[src/rtl/sap1_pkg.sv]
// Shared SAP-1 definitions: bus widths, loader FSM states and error codes.
package sap1_pkg;

  localparam int ADDR_W = 4;
  localparam int DATA_W = 8;
  localparam int DEPTH  = 1 << ADDR_W;

  localparam logic [7:0] DEF_SYNC_BYTE = 8'hA5;
  localparam int         DEF_TIMEOUT   = 50000;

  typedef enum logic [2:0] {
    ST_IDLE,
    ST_LEN,
    ST_DATA,
    ST_CHK,
    ST_DONE
  } ld_state_t;

  localparam logic [1:0] ERR_NONE = 2'd0;
  localparam logic [1:0] ERR_LEN  = 2'd1;
  localparam logic [1:0] ERR_CHK  = 2'd2;
  localparam logic [1:0] ERR_TMO  = 2'd3;

endpackage

[src/rtl/sap1_timeout_cnt.sv]
// Idle-cycle counter: clear restarts it, enable advances it, terminal count
// fires on the enabled cycle that would bring the count up to LIMIT.
module sap1_timeout_cnt #(
  parameter int LIMIT = 50000
) (
  input  logic clk_i,
  input  logic rst_i,
  input  logic clr_i,
  input  logic en_i,
  output logic tc_o
);

  localparam int CW = $clog2(LIMIT + 1);
  localparam logic [CW-1:0] LAST = CW'(LIMIT - 1);

  logic [CW-1:0] count_reg;

  assign tc_o = en_i && (count_reg == LAST);

  // Count idle cycles; hold at the terminal value until cleared.
  always_ff @(posedge clk_i) begin
    if (rst_i || clr_i) begin
      count_reg <= '0;
    end else if (en_i && !tc_o) begin
      count_reg <= count_reg + CW'(1);
    end
  end

endmodule

[src/rtl/sap1_ram_loader.sv]
// Framed byte-stream loader that checks and writes a program into the
// SAP-1 16x8 RAM. Frame: SYNC, LEN, LEN data bytes, CHK.
module sap1_ram_loader #(
  parameter int          ADDR_W    = sap1_pkg::ADDR_W,
  parameter int          DATA_W    = sap1_pkg::DATA_W,
  parameter int          DEPTH     = sap1_pkg::DEPTH,
  parameter logic [7:0]  SYNC_BYTE = sap1_pkg::DEF_SYNC_BYTE,
  parameter int          TIMEOUT   = sap1_pkg::DEF_TIMEOUT
) (
  input  logic              clk_i,
  input  logic              rst_i,
  input  logic [DATA_W-1:0] s_data_i,
  input  logic              s_valid_i,
  output logic              s_ready_o,
  output logic              wr_en_o,
  output logic [ADDR_W-1:0] wr_addr_o,
  output logic [DATA_W-1:0] wr_data_o,
  output logic              busy_o,
  output logic              done_o,
  output logic              prog_valid_o,
  output logic              err_o,
  output logic [1:0]        err_code_o
);

  import sap1_pkg::*;

  localparam logic [ADDR_W:0] CNT_ONE = (ADDR_W + 1)'(1);

  ld_state_t state_reg, state_next;

  logic [DATA_W-1:0] acc_reg;
  logic [ADDR_W:0]   cnt_reg;
  logic [ADDR_W:0]   len_reg;
  logic              wr_en_reg;
  logic [ADDR_W-1:0] wr_addr_reg;
  logic [DATA_W-1:0] wr_data_reg;
  logic              err_reg;
  logic [1:0]        err_code_reg;
  logic              prog_valid_reg;

  logic              accept;
  logic              len_bad;
  logic              last_data;
  logic [DATA_W-1:0] chk_sum;
  logic              tmo_tc;
  logic              start;
  logic              pass;
  logic              set_err;
  logic [1:0]        err_code_next;

  // Ready is dropped for the single DONE cycle and while reset is held.
  assign s_ready_o = (state_reg != ST_DONE) && !rst_i;
  assign accept    = s_valid_i && s_ready_o;
  assign busy_o    = (state_reg == ST_LEN) || (state_reg == ST_DATA) || (state_reg == ST_CHK);
  assign done_o    = (state_reg == ST_DONE);

  assign len_bad   = (s_data_i == '0) || (s_data_i > DATA_W'(DEPTH));
  assign last_data = (cnt_reg + CNT_ONE) == len_reg;
  assign chk_sum   = acc_reg + s_data_i;

  assign wr_en_o      = wr_en_reg;
  assign wr_addr_o    = wr_addr_reg;
  assign wr_data_o    = wr_data_reg;
  assign err_o        = err_reg;
  assign err_code_o   = err_code_reg;
  assign prog_valid_o = prog_valid_reg;

  // Idle timer runs only inside a frame and restarts on every accepted byte.
  sap1_timeout_cnt #(
    .LIMIT (TIMEOUT)
  ) u_tmo (
    .clk_i (clk_i),
    .rst_i (rst_i),
    .clr_i (!busy_o || accept),
    .en_i  (busy_o && !accept),
    .tc_o  (tmo_tc)
  );

  // FSM state register.
  always_ff @(posedge clk_i) begin
    if (rst_i) begin
      state_reg <= ST_IDLE;
    end else begin
      state_reg <= state_next;
    end
  end

  // Next-state decode plus one-cycle control strobes for the datapath.
  always_comb begin
    state_next    = state_reg;
    start         = 1'b0;
    pass          = 1'b0;
    set_err       = 1'b0;
    err_code_next = ERR_NONE;
    case (state_reg)
      ST_IDLE: begin
        if (accept && (s_data_i == SYNC_BYTE)) begin
          state_next = ST_LEN;
          start      = 1'b1;
        end
      end
      ST_LEN: begin
        if (accept) begin
          if (len_bad) begin
            state_next    = ST_IDLE;
            set_err       = 1'b1;
            err_code_next = ERR_LEN;
          end else begin
            state_next = ST_DATA;
          end
        end else if (tmo_tc) begin
          state_next    = ST_IDLE;
          set_err       = 1'b1;
          err_code_next = ERR_TMO;
        end
      end
      ST_DATA: begin
        if (accept) begin
          if (last_data) begin
            state_next = ST_CHK;
          end
        end else if (tmo_tc) begin
          state_next    = ST_IDLE;
          set_err       = 1'b1;
          err_code_next = ERR_TMO;
        end
      end
      ST_CHK: begin
        if (accept) begin
          if (chk_sum == '0) begin
            state_next = ST_DONE;
            pass       = 1'b1;
          end else begin
            state_next    = ST_IDLE;
            set_err       = 1'b1;
            err_code_next = ERR_CHK;
          end
        end else if (tmo_tc) begin
          state_next    = ST_IDLE;
          set_err       = 1'b1;
          err_code_next = ERR_TMO;
        end
      end
      ST_DONE: begin
        state_next = ST_IDLE;
      end
      default: begin
        state_next = ST_IDLE;
      end
    endcase
  end

  // Checksum, length, write register and sticky status flags.
  always_ff @(posedge clk_i) begin
    if (rst_i) begin
      acc_reg        <= '0;
      cnt_reg        <= '0;
      len_reg        <= '0;
      wr_en_reg      <= 1'b0;
      wr_addr_reg    <= '0;
      wr_data_reg    <= '0;
      err_reg        <= 1'b0;
      err_code_reg   <= ERR_NONE;
      prog_valid_reg <= 1'b0;
    end else begin
      wr_en_reg <= 1'b0;
      if (start) begin
        acc_reg        <= '0;
        cnt_reg        <= '0;
        err_reg        <= 1'b0;
        err_code_reg   <= ERR_NONE;
        prog_valid_reg <= 1'b0;
      end
      if ((state_reg == ST_LEN) && accept && !len_bad) begin
        len_reg <= s_data_i[ADDR_W:0];
      end
      if ((state_reg == ST_DATA) && accept) begin
        acc_reg     <= acc_reg + s_data_i;
        cnt_reg     <= cnt_reg + CNT_ONE;
        wr_en_reg   <= 1'b1;
        wr_addr_reg <= cnt_reg[ADDR_W-1:0];
        wr_data_reg <= s_data_i;
      end
      if (set_err) begin
        err_reg      <= 1'b1;
        err_code_reg <= err_code_next;
      end
      if (pass) begin
        prog_valid_reg <= 1'b1;
      end
    end
  end

endmodule

[config.mk]
export PLATFORM = sky130hd
export DESIGN_NAME = sap1_ram_loader
export DESIGN_NICKNAME = d
export VERILOG_FILES = /design/src/rtl/sap1_pkg.sv /design/src/rtl/sap1_timeout_cnt.sv /design/src/rtl/sap1_ram_loader.sv
export SDC_FILE = /design/constraint.sdc
export NUM_CORES = 1
export LEC_CHECK = 0
export BUFFER_PORTS_ARGS = -buffer_cell sky130_fd_sc_hd__buf_2
export CAP_MARGIN = 20
export CORE_MARGIN = 2
export CORE_UTILIZATION = 45
export CTS_BUF_LIST = sky130_fd_sc_hd__clkbuf_2
export DETAILED_ROUTE_END_ITERATION = 10
export PLACE_DENSITY = 0.63
export SETUP_SLACK_MARGIN = 0.3
export SYNTH_ARGS = -nofsm -noshare
export SYNTH_HDL_FRONTEND = slang
export SYNTH_SLANG_ARGS = --single-unit
[constraint.sdc]
create_clock -name clk_i -period 3.21 [get_ports clk_i]
set_clock_uncertainty 0.1 [all_clocks]
set_input_delay 0.1605 -clock clk_i [delete_from_list [all_inputs] [get_ports clk_i]]
set_output_delay 0.1605 -clock clk_i [all_outputs]
set_load 0.05 [all_outputs]
After elaboration in Yosys (flattened, before gate mapping)
Cells that the tools add are included.
- $lt $le $gt $ge: 1
- bitwise gates (word level): 0
- $mul: 0
- reductions and logical operators: 26
- multiplexer cells: 38
- div/mod/pow operators: 0
- shift operators: 0
- $add $sub $neg: 3
- eq/ne operators: 10
- operators with widths (operator ; count):
    2-to-1 mux 3 bit ; 7
    adder 16 x 1 -> 16 bit, second input constant ; 1
    == test 16 bit, second input constant ; 1
    zero test 8 bit ; 2
    2-to-1 mux 1 bit ; 16
    2-to-1 mux 2 bit ; 8
    2-to-1 mux 8 bit ; 2
    one-hot mux 3 bit (4 select lines) ; 1
    2-to-1 mux 5 bit ; 2
    logical AND 1 bit ; 9
    adder 8 bit ; 1
    == test 8 bit, second input constant ; 1
    greater-than comparator 8 x 5 -> 1 bit, second input constant ; 1
    == test 3 x 2 -> 1 bit, second input constant ; 2
    inequality test 3 bit, second input constant ; 2
    one-hot mux 2 bit (3 select lines) ; 1
    nonzero test 2 bit ; 3
    adder 5 x 1 -> 5 bit, second input constant ; 1
    == test 5 bit ; 1
    zero test 1 bit ; 5
    logical OR 1 bit ; 5
    == test 3 x 1 -> 1 bit, second input constant ; 1
    == test 3 bit, second input constant ; 1
    zero test 3 bit ; 1
    other kinds (3) ; 3
- logic and storage cells: 89
- memory bits (read-only): 0
- bits in registers: 54
- output and inout port bits: 20
- input port bits: 11
- memories kept: 0
- bits in latches: 0
- bits in writable memories: 0

Logic depth before layout (Yosys ltp)
- word-level depth: 10
- mapped depth: 8
- depth with buffers taken out: 8

Cells and area by module
A second synthesis with hierarchy kept.
- cell total of the unflattened synthesis: 334
- area, all modules: 2844.0 um2
- by module, submodules not included (module ; area each (um2) ; cells an instance ; instances):
    sap1_ram_loader ; 2034.5 ; 243 ; 1
    sap1_timeout_cnt ; 809.5 ; 91 ; 1

Worst setup path after synthesis
No wires, ideal clock.
- path type: reg-to-reg
- from: register state_reg[2]
- to: register acc_reg[0]
- stages on the path, launching flop included: 8
- library setup time: 0.070 ns
- data required time: 3.040 ns
- path slack: 0.488 ns
- arrival: 2.552 ns
- path through: dfxtp_1 -> inv_1 -> nor3_1 -> nor2_1 -> nand2_1 -> clkbuf_1 -> nand3_1 -> a21oi_1
- word-level cells in the longest chain between the ends: 7
- elaborated cells on any way between the ends: 11
- classes of those cells: eq/ne (2); mux (3); reduce/logical (6)
- RTL lines (what ; RTL line ; source):
    start, declared ; sap1_ram_loader.sv:29 ; ld_state_t state_reg, state_next;
    start signal, assigned ; sap1_ram_loader.sv:84 ; state_reg <= state_next;
    inequality test 3 bit ; sap1_ram_loader.sv:52 ; assign s_ready_o = (state_reg != ST_DONE) && !rst_i;
    logical AND 1 bit ; sap1_ram_loader.sv:52 ;
    logical AND 1 bit ; sap1_ram_loader.sv:53 ; assign accept = s_valid_i && s_ready_o;
    logical AND 1 bit ; sap1_ram_loader.sv:97 ; if (accept && (s_data_i == SYNC_BYTE)) begin
    2-to-1 mux 1 bit ; sap1_ram_loader.sv:97 ;
    2-to-1 mux 1 bit ; sap1_ram_loader.sv:95 ; case (state_reg)
    nonzero test 2 bit (no source line) ; n/a ;
    end signal, assigned ; sap1_ram_loader.sv:178 ; acc_reg <= acc_reg + s_data_i;
    end, declared ; sap1_ram_loader.sv:31 ; logic [DATA_W-1:0] acc_reg;
Several ways; a longest one is shown, not always the timed one.
A chain may end at the register's enable or synchronous reset.

Worst setup path in the final report
- from: input s_data_i[0]
- to: register err_reg (netlist: err_o)
- word-level cells in the longest chain between the ends: 6
- elaborated cells on any way between the ends: 16
- classes of those cells: add/sub (1); order compare (1); eq/ne (1); mux (8); reduce/logical (5)
- RTL lines (what ; RTL line ; source):
    start, declared ; sap1_ram_loader.sv:12 ; input logic [DATA_W-1:0] s_data_i,
    adder 8 bit, or another cell as far along ; sap1_ram_loader.sv:59 ; assign chk_sum = acc_reg + s_data_i;
    zero test 8 bit / logical OR 1 bit (equally long branches) ; sap1_ram_loader.sv:130, sap1_ram_loader.sv:57 ;
    2-to-1 mux 1 bit, on equally long branches ; sap1_ram_loader.sv:130, sap1_ram_loader.sv:104 ;
    2-to-1 mux 1 bit, on equally long branches ; sap1_ram_loader.sv:129, sap1_ram_loader.sv:103 ;
    one-hot mux 1 bit (3 select lines) ; sap1_ram_loader.sv:95 ;
    2-to-1 mux 1 bit / nonzero test 2 bit (equally long branches) ; n/a ;
    end signal, assigned ; sap1_ram_loader.sv:162 ; err_reg <= 1'b0;
    end signal, assigned ; sap1_ram_loader.sv:170 ; err_reg <= 1'b0;
    end signal, assigned ; sap1_ram_loader.sv:185 ; err_reg <= 1'b1;
    end, declared ; sap1_ram_loader.sv:37 ; logic err_reg;
Several ways; a longest one is shown, not always the timed one.

==> results.json <==
{
  "startpoint_type": "primary input",
  "reg2reg_depth": 8,
  "port_buffers": 30,
  "yosysWarnings": 0,
  "seq_area_um2": 1080,
  "fin_total_pwr_mw": 1.10,
  "synth_top_family_by_area": "simple AND/OR/NAND/NOR gates",
  "syn_area_per_cell_um2": 8.19,
  "period_share_pct": 81.8,
  "chipHeight_um": 83.0,
  "fmax_ghz": 0.381,
  "min_path_type": "in2reg",
  "vias_per_cell": 5.47,
  "cts_sinks": 54,
  "final_hold_viol_count": 0,
  "drtIter0Drc": 110,
  "routabilityCongestion": 0.771,
  "hold_end": "acc_reg[3]$_SDFFE_PP0P_",
  "synth_enable_flop_cells": 0,
  "setup_violations": 0,
  "die_width_um": 83.0,
  "arrival_ns": 2.92,
  "num_rows": 28,
  "largest_reg_flops": 16,
  "hpwl_mm": 4.34,
  "fillCellCount": 581,
  "synth-compound-area-share_pct": 15.1,
  "antenna_found_initial": 0,
  "required_ns": 3.50,
  "synth_xor_area_share_pct": 7.70,
  "synth-main-ff-cell": "dfxtp_1",
  "cts_buffers": 5,
  "ys_seq_area_share_pct": 38.5,
  "grt_pass1_vias": 2280,
  "cts-root-buf": "clkbuf_2",
  "place_area_um2": 3020,
  "worstSetupEndpointType": "flop",
  "hold_depth": 3,
  "grt_first_pass_wirelength_mm": 10.7,
  "regToRegSetupSlack_ns": 0.64,
  "grt_max_degree": 41,
  "synth-simple-area-share_pct": 27.9,
  "routedWlPerCell_um": 13.8,
  "leakagePower_nw": 1.17,
  "synth-adder-area-share_pct": 4.72,
  "drc": 0,
  "gr-usage-all-layers_pct": 18.5,
  "drt_pass1_iterations": 4,
  "worstMarginPinSlew_ns": 0.556,
  "grt-ovfl-total": 0,
  "period_needed_ns": 2.63,
  "max_slew_margin_pct": 61.9,
  "vias": 2476,
  "synthCells": 343,
  "diodes": 0,
  "clockBufferDepth": 2,
  "design_area_um2": 3170,
  "area_growth_pct": 12.8,
  "maxCapViolCount": 0,
  "cts_resized": 0,
  "num_io_pins": 31,
  "powerDensity_nw_per_um2": 346,
  "synth_area_um2": 2810,
  "synth.mux.area_fraction_pct": 2.49,
  "multiInputGateArea_um2": 1630,
  "core_area_um2": 5990,
  "fin_setup_tns_ns": 0,
  "ir_worst_vdd_mv": 0.205,
  "critical_path.reg2reg.startpoint": "acc_reg[0]$_SDFFE_PP0P_",
  "maxSlewViolCount": 0,
  "syn-num-nets": 364,
  "path_max_fanout": 5,
  "ant_nets": 0,
  "nets": 398,
  "dieArea_um2": 6890,
  "worstSetupPathType": "in2reg",
  "rsz0062_at_grt": "false",
  "r2r_end": "err_o$_SDFFE_PP0P_",
  "clk_latency_ns": 0.45,
  "clk_pin_slew_ns": 0.26,
  "async_flop_share_pct": 0,
  "ys_types": 51,
  "clock_tree.htree_level_count": 2,
  "layout-drive-gt1-share_pct": 13.2,
  "hp-start": "rst_i",
  "run_status": "finished, final reports clean",
  "cts_tree": "built",
  "drt-total-wl_mm": 6.25,
  "start_util_pct": 46.9,
  "startpoint": "s_data_i[0]",
  "ys_seq_elements": 54
}
## power by group
part | leakage (nW) | internal (mW) | switching (mW)
Clock | 0.0432 | 0.138 | 0.214
Combinational | 0.692 | 0.0282 | 0.0431
Sequential | 0.435 | 0.673 | 0.000359
Total | 1.17 | 0.840 | 0.257
## cells by family after synthesis
logic type | after synthesis
buffers and inverters | 25
multiplexers | 7
XOR/XNOR | 23
AND/OR/NAND/NOR | 155
adder cells (fa/ha/maj) | 10
flip-flops | 54
AO/OA/AOI/OAI | 69
## worst max-delay path by stage
stage,end,cells after the start
after floorplan,acc_reg[0]$_SDFFE_PP0P_,7
after global placement,err_o$_SDFFE_PP0P_,9
after detailed placement,err_o$_SDFFE_PP0P_,9
after CTS,err_o$_SDFFE_PP0P_,10
after global routing,err_o$_SDFFE_PP0P_,7
final,err_o$_SDFFE_PP0P_,10
## per-stage QoR
| step | instances | worst slack [ns] | hold slack [ns] | util, % |
|---|---|---|---|---|
| after floorplan | 343 | 0.488 | 0.197 | - |
| after detailed placement | 436 | 0.659 | 0.345 | 50.3 |
| after CTS | 453 | 0.629 | 0.104 | 52.9 |
| final | 453 | 0.584 | 0.114 | 52.9 |
| after global placement | 436 | 0.704 | 0.339 | 50.3 |
| after global routing | 453 | 0.476 | 0.121 | 52.9 |
## routing by layer
layer	share of wire [%]	vias up	track usage, %
met1	49	1146	25.1
met2	45	45	30.1
met3	4.2	7	2.88
met4	1.3	0	6.41
li1	-	1278	-
met5	0	-	0
## cell type report
type                       count  area share [%]
clock buffer                   7            1.10
clock inverter                 1           0.947
inverter                       9            1.07
multi-input combinational    264            51.3
sequential                    54            34.1
tap                           75            2.96
timing repair buffer          43            8.52
## cells in the final DEF (no fill, tap or decap), types with 2 or more instances in the layout
cell | Yosys | layout
ha_1 | 9 | 9
nand3_1 | 16 | 16
buf_2 | 4 | 30
nor3_1 | 4 | 4
nand2b_1 | 2 | 2
and3_1 | 3 | 3
nor3b_1 | 6 | 6
and4_1 | 2 | 2
or4_1 | 2 | 2
a31oi_1 | 3 | 3
and2_1 | 3 | 3
nand4_1 | 8 | 8
nor4_1 | 5 | 5
nand3b_1 | 3 | 3
mux2i_1 | 7 | 7
dfxtp_1 | 54 | 54
nor4b_1 | 3 | 3
o21ai_0 | 11 | 11
inv_1 | 9 | 9
a21oi_1 | 36 | 36
a211oi_1 | 3 | 3
nor2b_1 | 4 | 4
clkbuf_2 | 0 | 7
o21ai_1 | 2 | 2
nor2_1 | 36 | 36
dlygate4sd3_1 | 0 | 9
buf_4 | 1 | 4
xor2_1 | 11 | 11
xnor2_1 | 11 | 11
nand2_1 | 46 | 46
or3_1 | 7 | 7
## synth_stat cells, drive strengths merged, types with 2 or more instances
| cell | instances | area [um^2] |
|---|---|---|
| ha | 9 | 113 |
| nor2 | 36 | 135 |
| nor2b | 4 | 25.0 |
| inv | 9 | 33.8 |
| a211oi | 4 | 35.0 |
| nand3b | 3 | 22.5 |
| nand3 | 16 | 80.1 |
| and2 | 3 | 18.8 |
| clkbuf | 11 | 41.3 |
| dfxtp | 54 | 1080 |
| buf | 5 | 27.5 |
| and3 | 3 | 18.8 |
| or4 | 2 | 15.0 |
| a31oi | 3 | 18.8 |
| xnor2 | 11 | 96.3 |
| o21ba | 2 | 26.3 |
| nor4b | 3 | 26.3 |
| or3 | 7 | 43.8 |
| nor3b | 7 | 57.6 |
| nor3 | 4 | 20.0 |
| xor2 | 11 | 96.3 |
| nand2b | 2 | 12.5 |
| and4 | 2 | 17.5 |
| mux2i | 7 | 70.1 |
| nor4 | 5 | 31.3 |
| nand4 | 9 | 62.6 |
| o21ai | 13 | 65.1 |
| nand2 | 46 | 173 |
| a21oi | 36 | 180 |
## worst max-delay path, stage by stage
cell           delay, ns
dlygate4sd3_1       0.53
buf_2               0.15
ha_1                0.23
fa_1                0.42
a211oi_1            0.32
nor2_1              0.11
xor2_1              0.16
nor3b_1             0.36
a41oi_2             0.22
o21ba_2             0.24
## repair_timing
action / 4_1_cts / 5_1_grt
buffers inserted: 0 / 0
hold buffers: 9 / 0
hold endpoints to repair: 14 / 0
Power figures use the tool's default switching activity.
